==> src/rtl/logic_accum.sv <==
// rtl/logic_accum.sv - frame-based bitwise accumulator with valid/ready handshake on both sides
//
// Purpose:
//   Folds the operand beats of a frame with one bitwise operation (AND, OR,
//   XOR or NAND) chosen on the first beat, and presents the frame result
//   together with a saturating beat count once the beat marked last is taken.
//   The result register is a single-entry skid-free output stage: a new result
//   may load in the same cycle the previous one is delivered.
//
// Ports:
//   CLK      in   clock, all state changes on the rising edge
//   RST_X    in   asynchronous active-low reset
//   I_VALID  in   operand beat presented
//   I_READY  out  beat accepted this cycle when I_VALID is also high
//   I_DATA   in   operand [WIDTH]
//   I_OP     in   00 AND, 01 OR, 10 XOR, 11 NAND (sampled on first beat only)
//   I_LAST   in   beat closes the current frame
//   O_VALID  out  result register holds an undelivered result
//   O_READY  in   consumer takes the result this cycle
//   O_DATA   out  frame result [WIDTH]
//   O_COUNT  out  beats in the frame, saturating [CNTW]

module logic_accum #(
  parameter int WIDTH = 8,
  parameter int CNTW  = 4
) (
  input  logic             CLK,
  input  logic             RST_X,
  input  logic             I_VALID,
  output logic             I_READY,
  input  logic [WIDTH-1:0] I_DATA,
  input  logic [1:0]       I_OP,
  input  logic             I_LAST,
  output logic             O_VALID,
  input  logic             O_READY,
  output logic [WIDTH-1:0] O_DATA,
  output logic [CNTW-1:0]  O_COUNT
);

  localparam logic [1:0] OP_AND  = 2'b00;
  localparam logic [1:0] OP_OR   = 2'b01;
  localparam logic [1:0] OP_XOR  = 2'b10;
  localparam logic [1:0] OP_NAND = 2'b11;

  localparam logic [CNTW-1:0] CNT_MAX = '1;
  localparam logic [CNTW-1:0] CNT_ONE = CNTW'(1);

  typedef enum logic {
    ST_IDLE  = 1'b0,
    ST_ACCUM = 1'b1
  } state_e;

  state_e           state_q,   state_d;
  logic [WIDTH-1:0] acc_q,     acc_d;
  logic [CNTW-1:0]  cnt_q,     cnt_d;
  logic [1:0]       op_q,      op_d;
  logic             o_valid_q, o_valid_d;
  logic [WIDTH-1:0] o_data_q,  o_data_d;
  logic [CNTW-1:0]  o_count_q, o_count_d;

  logic             in_ready;
  logic             accept;
  logic             deliver;
  logic             first_beat;
  logic [1:0]       op_eff;
  logic [WIDTH-1:0] acc_next;
  logic [CNTW-1:0]  cnt_next;

  // NAND folds as AND; the inversion is applied once, to the final result.
  function automatic logic [WIDTH-1:0] apply_op(
    input logic [WIDTH-1:0] a,
    input logic [WIDTH-1:0] b,
    input logic [1:0]       op
  );
    logic [WIDTH-1:0] r;
    case (op)
      OP_OR:   r = a | b;
      OP_XOR:  r = a ^ b;
      default: r = a & b;
    endcase
    return r;
  endfunction

  function automatic logic [CNTW-1:0] sat_inc(input logic [CNTW-1:0] c);
    return (c == CNT_MAX) ? c : c + CNT_ONE;
  endfunction

  // The input side may take a beat whenever the output register is free or
  // is being emptied this same cycle.
  assign in_ready = !o_valid_q || O_READY;
  assign accept   = I_VALID && in_ready;
  assign deliver  = o_valid_q && O_READY;

  always_comb begin
    first_beat = (state_q == ST_IDLE);
    op_eff     = first_beat ? I_OP : op_q;
    acc_next   = first_beat ? I_DATA : apply_op(acc_q, I_DATA, op_q);
    cnt_next   = first_beat ? CNT_ONE : sat_inc(cnt_q);

    state_d   = state_q;
    acc_d     = acc_q;
    cnt_d     = cnt_q;
    op_d      = op_q;
    o_valid_d = o_valid_q;
    o_data_d  = o_data_q;
    o_count_d = o_count_q;

    if (deliver) begin
      o_valid_d = 1'b0;
    end

    if (accept) begin
      if (I_LAST) begin
        // Closing beat: a load here overrides the clear from a same-cycle
        // delivery, which is what gives one frame per cycle back-to-back.
        o_valid_d = 1'b1;
        o_data_d  = (op_eff == OP_NAND) ? ~acc_next : acc_next;
        o_count_d = cnt_next;
        state_d   = ST_IDLE;
        acc_d     = '0;
        cnt_d     = '0;
        op_d      = OP_AND;
      end else begin
        acc_d   = acc_next;
        cnt_d   = cnt_next;
        op_d    = op_eff;
        state_d = ST_ACCUM;
      end
    end
  end

  always_ff @(posedge CLK or negedge RST_X) begin
    if (!RST_X) begin
      state_q   <= ST_IDLE;
      acc_q     <= '0;
      cnt_q     <= '0;
      op_q      <= OP_AND;
      o_valid_q <= 1'b0;
      o_data_q  <= '0;
      o_count_q <= '0;
    end else begin
      state_q   <= state_d;
      acc_q     <= acc_d;
      cnt_q     <= cnt_d;
      op_q      <= op_d;
      o_valid_q <= o_valid_d;
      o_data_q  <= o_data_d;
      o_count_q <= o_count_d;
    end
  end

  assign I_READY = in_ready;
  assign O_VALID = o_valid_q;
  assign O_DATA  = o_data_q;
  assign O_COUNT = o_count_q;

endmodule

==> config.mk <==
export PLATFORM = sky130hd
export DESIGN_NAME = logic_accum
export DESIGN_NICKNAME = d
export VERILOG_FILES = /design/src/rtl/logic_accum.sv
export SDC_FILE = /design/constraint.sdc
export NUM_CORES = 1
export LEC_CHECK = 0
export ABC_AREA = 1
export CELL_PAD_IN_SITES_DETAIL_PLACEMENT = 1
export CELL_PAD_IN_SITES_GLOBAL_PLACEMENT = 1
export CORE_ASPECT_RATIO = 1.4
export CORE_MARGIN = 2
export CORE_UTILIZATION = 25
export CTS_CLUSTER_DIAMETER = 120
export DETAILED_ROUTE_END_ITERATION = 8
export PLACE_DENSITY = 0.63
export RECOVER_POWER = 100
export SYNTH_ARGS = -nofsm -noshare
export SYNTH_HDL_FRONTEND = slang
export SYNTH_SLANG_ARGS = --single-unit
export TNS_END_PERCENT = 30
==> constraint.sdc <==
create_clock -name CLK -period 4.2 [get_ports CLK]
set_clock_uncertainty 0.1 [all_clocks]
set_input_delay 0.63 -clock CLK [delete_from_list [all_inputs] [get_ports CLK]]
set_output_delay 0.63 -clock CLK [all_outputs]
set_load 0.01 [all_outputs]
==> metrics.yaml, run 1 <==
global_route:
  globalRouteMet2Util_pct: 25.37
  first_global_vias: 1823
  met3_usage_pct: 1.263
  grt-busiest-layer: "met2"
  overflow: 0
  grt_usage_pct: 13.08
  antenna_found_initial: 0
  grt_util_met1_pct: 15.03
  grt_pass1_wl_microns: 8680
  grt_max_degree: 29
cts:
  cts_root_buf: "clkbuf_8"
  clock_latency_ps: 280
  cts_hold_buffers: 0
  h-tree-depth: 1
  cts_tree: "built"
  postCtsSetupRepairBufs: 0
  cts-resized-gates: 0
  cts_buffers: 3
  path_clk_slew_ps: 100
  cts_buffer_depth: 2
  cts.sinks: 28
critical_path:
  path_common_cell: "dlygate4sd3_1"
  worstPathArrival_ps: 1900
  worst_path_max_delay_cell: "dlygate4sd3_1"
  cp_slowest_stage_delay_ps: 610
  crit_buf_inv: 3
  r2r_end: "cnt_q[2]$_DFFE_PN0P_"
  end_kind: "output pin"
  crit_end: "I_READY"
  crit_cells: 4
  worstPathMaxFanout: 3
  rr_worst_depth: 5
  rrSetupSlack_ps: 2240
  worstSetupStartpointType: "input port"
  crit_path_cell_trace: "dlygate4sd3_1, inv_1, nand2_1, dlygate4sd3_1"
  crit_family: "buffers and inverters"
  crit_required_ps: 3470
  r2r-start: "O_VALID$_DFF_PN0_"
  cp-startpoint: "O_READY"
  criticalPathCategory: "input port to output pin"
sta:
  rsz0062_at_grt: "false"
  setup_ws_ps: 1566
  drv_slew: 29
  finalHoldViolCount: 0
  min_period_ps: 2634
  relSlewSlack_pct: -8.002
  timing.setup.tns_ps: 0
  fmax_ghz: 0.3796
  timing.hold.ws_ps: 391.0
  setup_violations: 0
  tightest_slew_ps: 1620
  period_share_pct: 62.72
logic_synthesis:
  synthTopCellsByCount: "89 x nand2_1, 38 x inv_1, 28 x dfrtp_1"
  yosys_warnings: 0
  yosys_register_bits: 28
  synth_cells: 263
  synth_area_leaders: "dfrtp_1 37%, nand2_1 18%, ha_1 13%"
  synth_edf_count: 0
  synth_area_sq_um: 1897
  synth_most_common_cell: "nand2_1"
  avgSynthCellArea_sq_um: 7.212
  yosysTopAreaCellShare_pct: 36.94
  yosys.area.top_type: "dfrtp_1"
  synth_nets: 297
  synth_cell_types: 21
  synth-main-ff-cell: "dfrtp_1"
  async_reset_ff_share_pct: 100.0
  ys_seq_area_share_pct: 36.94
placed_design:
  routabilityCongestion: 0.7172
  dp_cells: 382
  numPortBuffers: 28
  pre_cts_slack_ps: 1721
  dp_hpwl_microns: 3669
final_layout:
  fillCellCount: 915
  multiInputGateArea_sq_um: 982.2
  layout-drive-gt1-share_pct: 5.882
  area_growth_pct: 20.91
  n_antenna_cell: 0
  nNetsFinal: 324
  regArea_sq_um: 700.7
  final_cell_count_no_fill: 386
die:
  die_area_sq_um: 8310
  start_util_pct: 25.77
  core_area_sq_um: 7361
  io_pins: 29
  die_h_microns: 107.1
  rows: 37
  die_w_microns: 77.62
outcome:
  violations: "max-capacitance violations, max-slew violations"
  status: "finished with violations"
route:
  drtIter0Drc: 48
  postRouteAntennaNets: 0
  drc: 0
  vias: 1730
  avgRoutedWirePerCell_microns: 13.14
  viasPerCell: 4.482
  totalWireLength_microns: 5072
  dr.pass1.iters: 3
pwr:
  powerDensity_nw_per_um2: 379.7
  fin_total_pwr_mw: 0.8708
  ir_drop_mv: 0.1536
  power.leakage_nw: 1.183
job:
  max_cap_viol_count: 1
min_path:
  holdCritPathClass: "register to register"
==> layout by cell type (no fill, tap or decap), types with 4 or more instances in the layout <==
master | netlist | layout
nand2_1 | 89 | 91
inv_1 | 38 | 38
dfrtp_1 | 28 | 28
nand3_1 | 25 | 25
nor2_1 | 18 | 19
ha_1 | 19 | 19
dlygate4sd3_1 | 0 | 16
o21ai_0 | 11 | 13
clkdlybuf4s50_1 | 0 | 12
nand2_2 | 11 | 9
o22ai_1 | 5 | 5
clkbuf_8 | 0 | 4
==> how the worst min path moves through the flow <==
stage	cells past startpoint	from	endpoint
after CTS	2	O_DATA[5]$_DFFE_PN0P_	O_DATA[5]$_DFFE_PN0P_
final	2	O_DATA[5]$_DFFE_PN0P_	O_DATA[5]$_DFFE_PN0P_
after floorplan	0	RST_X	O_COUNT[0]$_DFFE_PN0P_
after global routing	2	O_DATA[5]$_DFFE_PN0P_	O_DATA[5]$_DFFE_PN0P_
after global placement	2	O_DATA[5]$_DFFE_PN0P_	O_DATA[5]$_DFFE_PN0P_
after detailed placement	2	O_COUNT[3]$_DFFE_PN0P_	O_COUNT[3]$_DFFE_PN0P_
==> cell type report <==
cell class	instances	share of cell area (%)
multi-input cells	188	42.83
clock buffers	4	2.400
repair buffers	30	12.55
well taps	97	5.292
flip-flops and latches	28	30.55
inverters	39	6.383
==> through the flow <==
stage / util, % / area [sq um]
6_report: 31.16 / 2293
5_1_grt: 31.16 / 2293
4_1_cts: 31.36 / 2308
3_5_place_dp: 30.61 / 2253
3_3_place_gp: 30.61 / 2253
2_1_floorplan: - / 1897
==> sequential cells by signal (all words and copies together), names as in the netlist <==
name     count
state_q      1
op_q         2
O_VALID      1
acc_q        8
O_COUNT      4
O_DATA       8
cnt_q        4
==> layer usage <==
layer	routed length (microns)	part of all wire (%)
met5	0	0
met4	62	1.2
met3	120	2.4
met2	2667	53
met1	2221	44
==> worst min-delay path, delay by kind of cell, from the launching register on <==
family | cells | cell delay [ps]
DFF | 1 | 360
and+or+nand+nor | 2 | 100
==> kinds of logic (layout without fill, tap and decap cells) <==
family | after synthesis | in the layout | share of synthesized area [%]
simple gates | 146 | 146 | 32.92
buf+inv | 47 | 73 | 10.88
flops | 28 | 28 | 36.94
compound gates | 23 | 23 | 6.728
fa+ha+maj | 19 | 19 | 12.53
==> report_power, final <==
part / internal, mW / switching (mW)
registers: 0.321 / 0.0338
clock network: 0.0841 / 0.0898
logic: 0.138 / 0.205
total: 0.543 / 0.328
(Power assumes the default switching activity.)
==> run 2: changes to the inputs <==
- PLACE_DENSITY: 0.63 -> 0.65
- clock period: 4.2 -> 2.3 ns (I/O delays scaled with it)
==> metrics.yaml, run 2 (synthesis gave the netlist of run 1 again) <==
outcome:
  status: "complete, no violations"  # was finished with violations
global_route:
  grt_util_met1_pct: 16.95  # was 15.03%
  met3_usage_pct: 1.768  # was 1.263%
  grt_pass1_wl_microns: 9039  # was 8680 microns
  grt-busiest-layer: "met2"  # unchanged
  globalRouteMet2Util_pct: 24.26  # was 25.37%
  overflow: 0  # unchanged
  antenna_found_initial: 0  # unchanged
  grt_max_degree: 29  # unchanged
  first_global_vias: 1853  # was 1823
  grt_usage_pct: 13.74  # was 13.08%
critical_path:
  crit_end: "I_READY"  # unchanged
  r2r-start: "op_q[0]$_DFFE_PN0P_"  # was O_VALID$_DFF_PN0_
  worstPathArrival_ps: 1600  # was 1900 ps
  criticalPathCategory: "input port to output pin"  # unchanged
  worstPathMaxFanout: 3  # unchanged
  r2r_end: "O_DATA[5]$_DFFE_PN0P_"  # was cnt_q[2]$_DFFE_PN0P_
  cp-startpoint: "O_READY"  # unchanged
  worstSetupStartpointType: "input port"  # unchanged
  end_kind: "output pin"  # unchanged
  rr_worst_depth: 10  # was 5
  rrSetupSlack_ps: 330  # was 2240 ps
  crit_required_ps: 1860  # was 3470 ps
sta:
  drv_slew: 0  # was 29
  finalHoldViolCount: 0  # unchanged
  rsz0062_at_grt: "false"  # unchanged
  timing.setup.tns_ps: 0  # unchanged
  relSlewSlack_pct: 49.14  # was -8.002%
  period_share_pct: 89.10
  setup_violations: 0  # unchanged
  tightest_slew_ps: 762.8  # was 1620 ps
  min_period_ps: 2049
  fmax_ghz: 0.4880
cts:
  postCtsSetupRepairBufs: 0  # unchanged
  path_clk_slew_ps: 100  # about the same
  cts.sinks: 28  # unchanged
  clock_latency_ps: 290  # was 280 ps
  cts_buffer_depth: 2  # unchanged
  cts_tree: "built"  # unchanged
  cts_hold_buffers: 0  # unchanged
  h-tree-depth: 1  # unchanged
  cts_buffers: 3  # unchanged
  cts-resized-gates: 0  # unchanged
  cts_root_buf: "clkbuf_8"  # unchanged
final_layout:
  final_cell_mix: "91 x nand2_1, 38 x inv_1, 28 x dfrtp_1, 25 x nand3_1, 19 x ha_1"  # was 91 x nand2_1, 38 x inv_1, 28 x dfrtp_1, 25 x nand3_1
  area_growth_pct: 22.76  # was 20.91%
  layout-drive-gt1-share_pct: 7.216  # was 5.882%
  nNetsFinal: 326  # was 324
  n_antenna_cell: 0  # unchanged
  final_common_cell: "nand2_1"  # unchanged
die:
  core_area_sq_um: 7361  # unchanged
  io_pins: 29  # unchanged
  die_area_sq_um: 8310  # unchanged
  die_w_microns: 77.62  # unchanged
  die_h_microns: 107.1  # unchanged
  start_util_pct: 25.77  # unchanged
  rows: 37  # unchanged
pwr:
  p_int_mw: 1.076  # was 0.5426 mW
  power.leakage_nw: 1.203  # was 1.183 nW
  power_frac_clock_pct: 23.9  # was 20.0%
  p_switching_mw: 0.6097  # was 0.3281 mW
  p_sw_share_pct: 36.16  # was 37.68%
  powerDensity_nw_per_um2: 724.1  # was 379.7 nW/um^2
  ir_drop_mv: 0.3359  # was 0.1536 mV
  fin_total_pwr_mw: 1.686  # was 0.8708 mW
  pwr-share-seq_pct: 38.2  # was 40.7%
  p_comb_share_pct: 37.9  # was 39.3%
route:
  viasPerCell: 4.469  # was 4.482
  postRouteAntennaNets: 0  # unchanged
  drc: 0  # unchanged
  totalWireLength_microns: 5143  # was 5072 microns
  avgRoutedWirePerCell_microns: 13.26  # was 13.14 microns
  vias: 1734  # was 1730
  dr.pass1.iters: 4  # was 3
  drtIter0Drc: 32  # was 48
min_path:
  holdCritPathClass: "register to register"  # unchanged
  min_path_cells: 2  # unchanged
placed_design:
  numPortBuffers: 28  # unchanged
  routabilityCongestion: 0.7531  # was 0.7172
  dp_hpwl_microns: 3738  # was 3669 microns
job:
  max_cap_viol_count: 0  # was 1
run 2: metal layers:
metal | part of all wire (%) | vias to the layer above | wire (microns)
li1 | - | 869 | -
met1 | 43 | 831 | 2234
met2 | 52 | 25 | 2687
met3 | 2.0 | 9 | 103
met4 | 2.3 | 0 | 117
met5 | 0 | - | 0
run 2: cell type report:
cell class	count	area, sq um
Inverter	39	146.4
Clock inverter	1	30.03
Clock buffer	3	41.29
Fill cell	920	5032
Timing Repair Buffer	32	304.0
Tap cell	97	121.4
Multi-Input combinational cell	188	984.7
Sequential cell	28	700.7
run 2: worst min path at each step:
stage                                 startpoint                      to  slack [ps]
after detailed placement   O_DATA[1]$_DFFE_PN0P_   O_DATA[1]$_DFFE_PN0P_         370
after global placement    O_COUNT[0]$_DFFE_PN0P_  O_COUNT[0]$_DFFE_PN0P_         370
after global routing      O_COUNT[3]$_DFFE_PN0P_  O_COUNT[3]$_DFFE_PN0P_         430
after floorplan                            RST_X  O_COUNT[0]$_DFFE_PN0P_         -50
final                      O_DATA[1]$_DFFE_PN0P_   O_DATA[1]$_DFFE_PN0P_         380
after CTS                                  RST_X   O_DATA[3]$_DFFE_PN0P_         370
run 2: worst max-delay path, cell delays in order:
cell and delay, ps:
dlygate4sd3_1 530, inv_1 50, nand2_1 70, dlygate4sd3_1 610
run 2: power groups by stage:
stage | Sequential [mW] | Clock (mW) | Combinational, mW
3_5_place_dp | 0.658 | 0 | 0.676
2_1_floorplan | 0.671 | 0 | 0.393
6_report | 0.645 | 0.402 | 0.639
3_3_place_gp | 0.657 | 0 | 0.657
4_1_cts | 0.650 | 0.419 | 0.680
5_1_grt | 0.660 | 0.437 | 0.744
run 2: through the flow:
stage	area, sq um	utilization [%]	hold slack [ps]	std cells	worst slack [ps]
6_report	2328	31.63	384.8	388	250.8
5_1_grt	2328	31.63	429.8	388	143.3
4_1_cts	2340	31.79	366.1	388	324.5
3_5_place_dp	2268	30.82	371.9	384	301.5
3_3_place_gp	2268	30.82	370.7	384	368.9
2_1_floorplan	1897	-	-50.59	263	669.6
==> run 3: changes to the inputs <==
- ABC_CLOCK_PERIOD_IN_PS: default -> 2300
- PLACE_DENSITY: 0.65 -> 0.62
==> metrics.yaml, run 3 (synthesis gave the netlist of run 1 again) <==
outcome:
  status: "complete, no violations"  # unchanged
global_route:
  grt_usage_pct: 13.21  # was 13.74%
  overflow: 0  # unchanged
  antenna_found_initial: 0  # unchanged
  grt_max_degree: 29  # unchanged
  grt_pass1_wl_microns: 8597  # was 9039 microns
  first_global_vias: 1804  # was 1853
cts:
  cts_buffer_depth: 2  # unchanged
  cts_buffers: 3  # unchanged
  cts_root_buf: "clkbuf_8"  # unchanged
  cts.sinks: 28  # unchanged
  cts-resized-gates: 0  # unchanged
  h-tree-depth: 1  # unchanged
  path_clk_slew_ps: 100  # about the same
  cts_tree: "built"  # unchanged
  postCtsSetupRepairBufs: 0  # unchanged
  cts_hold_buffers: 0  # unchanged
  clock_latency_ps: 280  # was 290 ps
sta:
  finalHoldViolCount: 0  # unchanged
  min_period_ps: 2058  # was 2049 ps
  period_share_pct: 89.49  # was 89.10%
  relSlewSlack_pct: 48.86  # was 49.14%
  setup_violations: 0  # unchanged
  fmax_ghz: 0.4858  # was 0.4880 GHz
  timing.setup.tns_ps: 0  # unchanged
  tightest_slew_ps: 767.1  # was 762.8 ps
  rsz0062_at_grt: "false"  # unchanged
  drv_slew: 0  # unchanged
die:
  die_w_microns: 77.62  # unchanged
  die_area_sq_um: 8310  # unchanged
  rows: 37  # unchanged
  core_area_sq_um: 7361  # unchanged
  io_pins: 29  # unchanged
  die_h_microns: 107.1  # unchanged
  start_util_pct: 25.77  # unchanged
critical_path:
  r2r-start: "op_q[0]$_DFFE_PN0P_"  # unchanged
  crit_end: "I_READY"  # unchanged
  crit_required_ps: 1860  # about the same
  cp-startpoint: "O_READY"  # unchanged
  worstPathArrival_ps: 1610  # was 1600 ps
  rrSetupSlack_ps: 340  # was 330 ps
  r2r_end: "O_DATA[0]$_DFFE_PN0P_"  # was O_DATA[5]$_DFFE_PN0P_
  worstPathMaxFanout: 3  # unchanged
  rr_worst_depth: 10  # unchanged
  criticalPathCategory: "input port to output pin"  # unchanged
  end_kind: "output pin"  # unchanged
  worstSetupStartpointType: "input port"  # unchanged
pwr:
  ir_drop_mv: 0.2476  # was 0.3359 mV
  power.leakage_nw: 1.192  # was 1.203 nW
  powerDensity_nw_per_um2: 680.6  # was 724.1 nW/um^2
route:
  postRouteAntennaNets: 0  # unchanged
  totalWireLength_microns: 5171  # was 5143 microns
  viasPerCell: 4.494  # was 4.469
  avgRoutedWirePerCell_microns: 13.36  # was 13.26 microns
  drc: 0  # unchanged
  vias: 1739  # was 1734
  drtIter0Drc: 51  # was 32
  dr.pass1.iters: 4  # unchanged
min_path:
  holdCritPathClass: "register to register"  # unchanged
  min_from: "O_COUNT[3]$_DFFE_PN0P_"  # was O_DATA[1]$_DFFE_PN0P_
final_layout:
  final_cell_mix: "91 x nand2_1, 38 x inv_1, 28 x dfrtp_1, 25 x nand3_1, 19 x ha_1"  # unchanged
  final_util_pct: 31.24  # was 31.63%
  nNetsFinal: 326  # unchanged
  final_common_cell: "nand2_1"  # unchanged
  area_growth_pct: 21.24  # was 22.76%
  layout-drive-gt1-share_pct: 7.241  # was 7.216%
  n_antenna_cell: 0  # unchanged
placed_design:
  dp_hpwl_microns: 3808  # was 3738 microns
  routabilityCongestion: 0.7291  # was 0.7531
  numPortBuffers: 28  # unchanged
job:
  max_cap_viol_count: 0  # unchanged
==> run 3: cell types whose count changed in the layout (fill, tap and decap cells not counted), sizes merged <==
cell / previous run / this run
bufinv: 1 / 0
==> run 3: power breakdown <==
| group | internal, mW | switching, mW | total (mW) |
|---|---|---|---|
| registers | 0.585 | 0.0603 | 0.646 |
| clock network | 0.118 | 0.165 | 0.283 |
| logic | 0.257 | 0.380 | 0.637 |
==> run 3: how the worst min path moves through the flow <==
stage / to / slack, ps / depth (start not counted)
2_1_floorplan: O_COUNT[0]$_DFFE_PN0P_ / -50 / 0
3_3_place_gp: O_COUNT[3]$_DFFE_PN0P_ / 370 / 2
3_5_place_dp: O_COUNT[3]$_DFFE_PN0P_ / 380 / 2
4_1_cts: acc_q[5]$_DFFE_PN0P_ / 370 / 2
5_1_grt: O_COUNT[2]$_DFFE_PN0P_ / 420 / 2
6_report: O_COUNT[3]$_DFFE_PN0P_ / 390 / 2
==> run 3: layer usage <==
layer	track usage, %	up-vias	part of all wire (%)
li1	-	865	-
met1	15.21	849	42
met2	25.00	21	54
met3	1.515	4	2.0
met4	4.209	0	1.4
met5	0	-	0
==> run 3: critical path: stages <==
cell and delay [ps]:
dlygate4sd3_1 530, inv_1 50, nand2_1 70, dlygate4sd3_1 610
==> run 3: area by class of cell <==
cell class	instances	area (sq um)
clock buffers	3	41.29
well taps	97	121.4
repair buffers	32	305.3
flip-flops and latches	28	700.7
fillers	920	5061
inverters	39	146.4
multi-input cells	188	984.7
==> run 3: per-stage QoR <==
step	total power, mW	setup WS, ps	hold slack, ps	area (sq um)	cells
after global placement	1.319	357.8	374.4	2268	384
final	1.565	241.7	391.4	2300	387
after detailed placement	1.335	312.6	378.7	2268	384
after CTS	1.621	335.1	368.0	2310	387
after global routing	1.696	152.7	421.8	2300	387
after floorplan	1.064	669.6	-50.59	1897	263
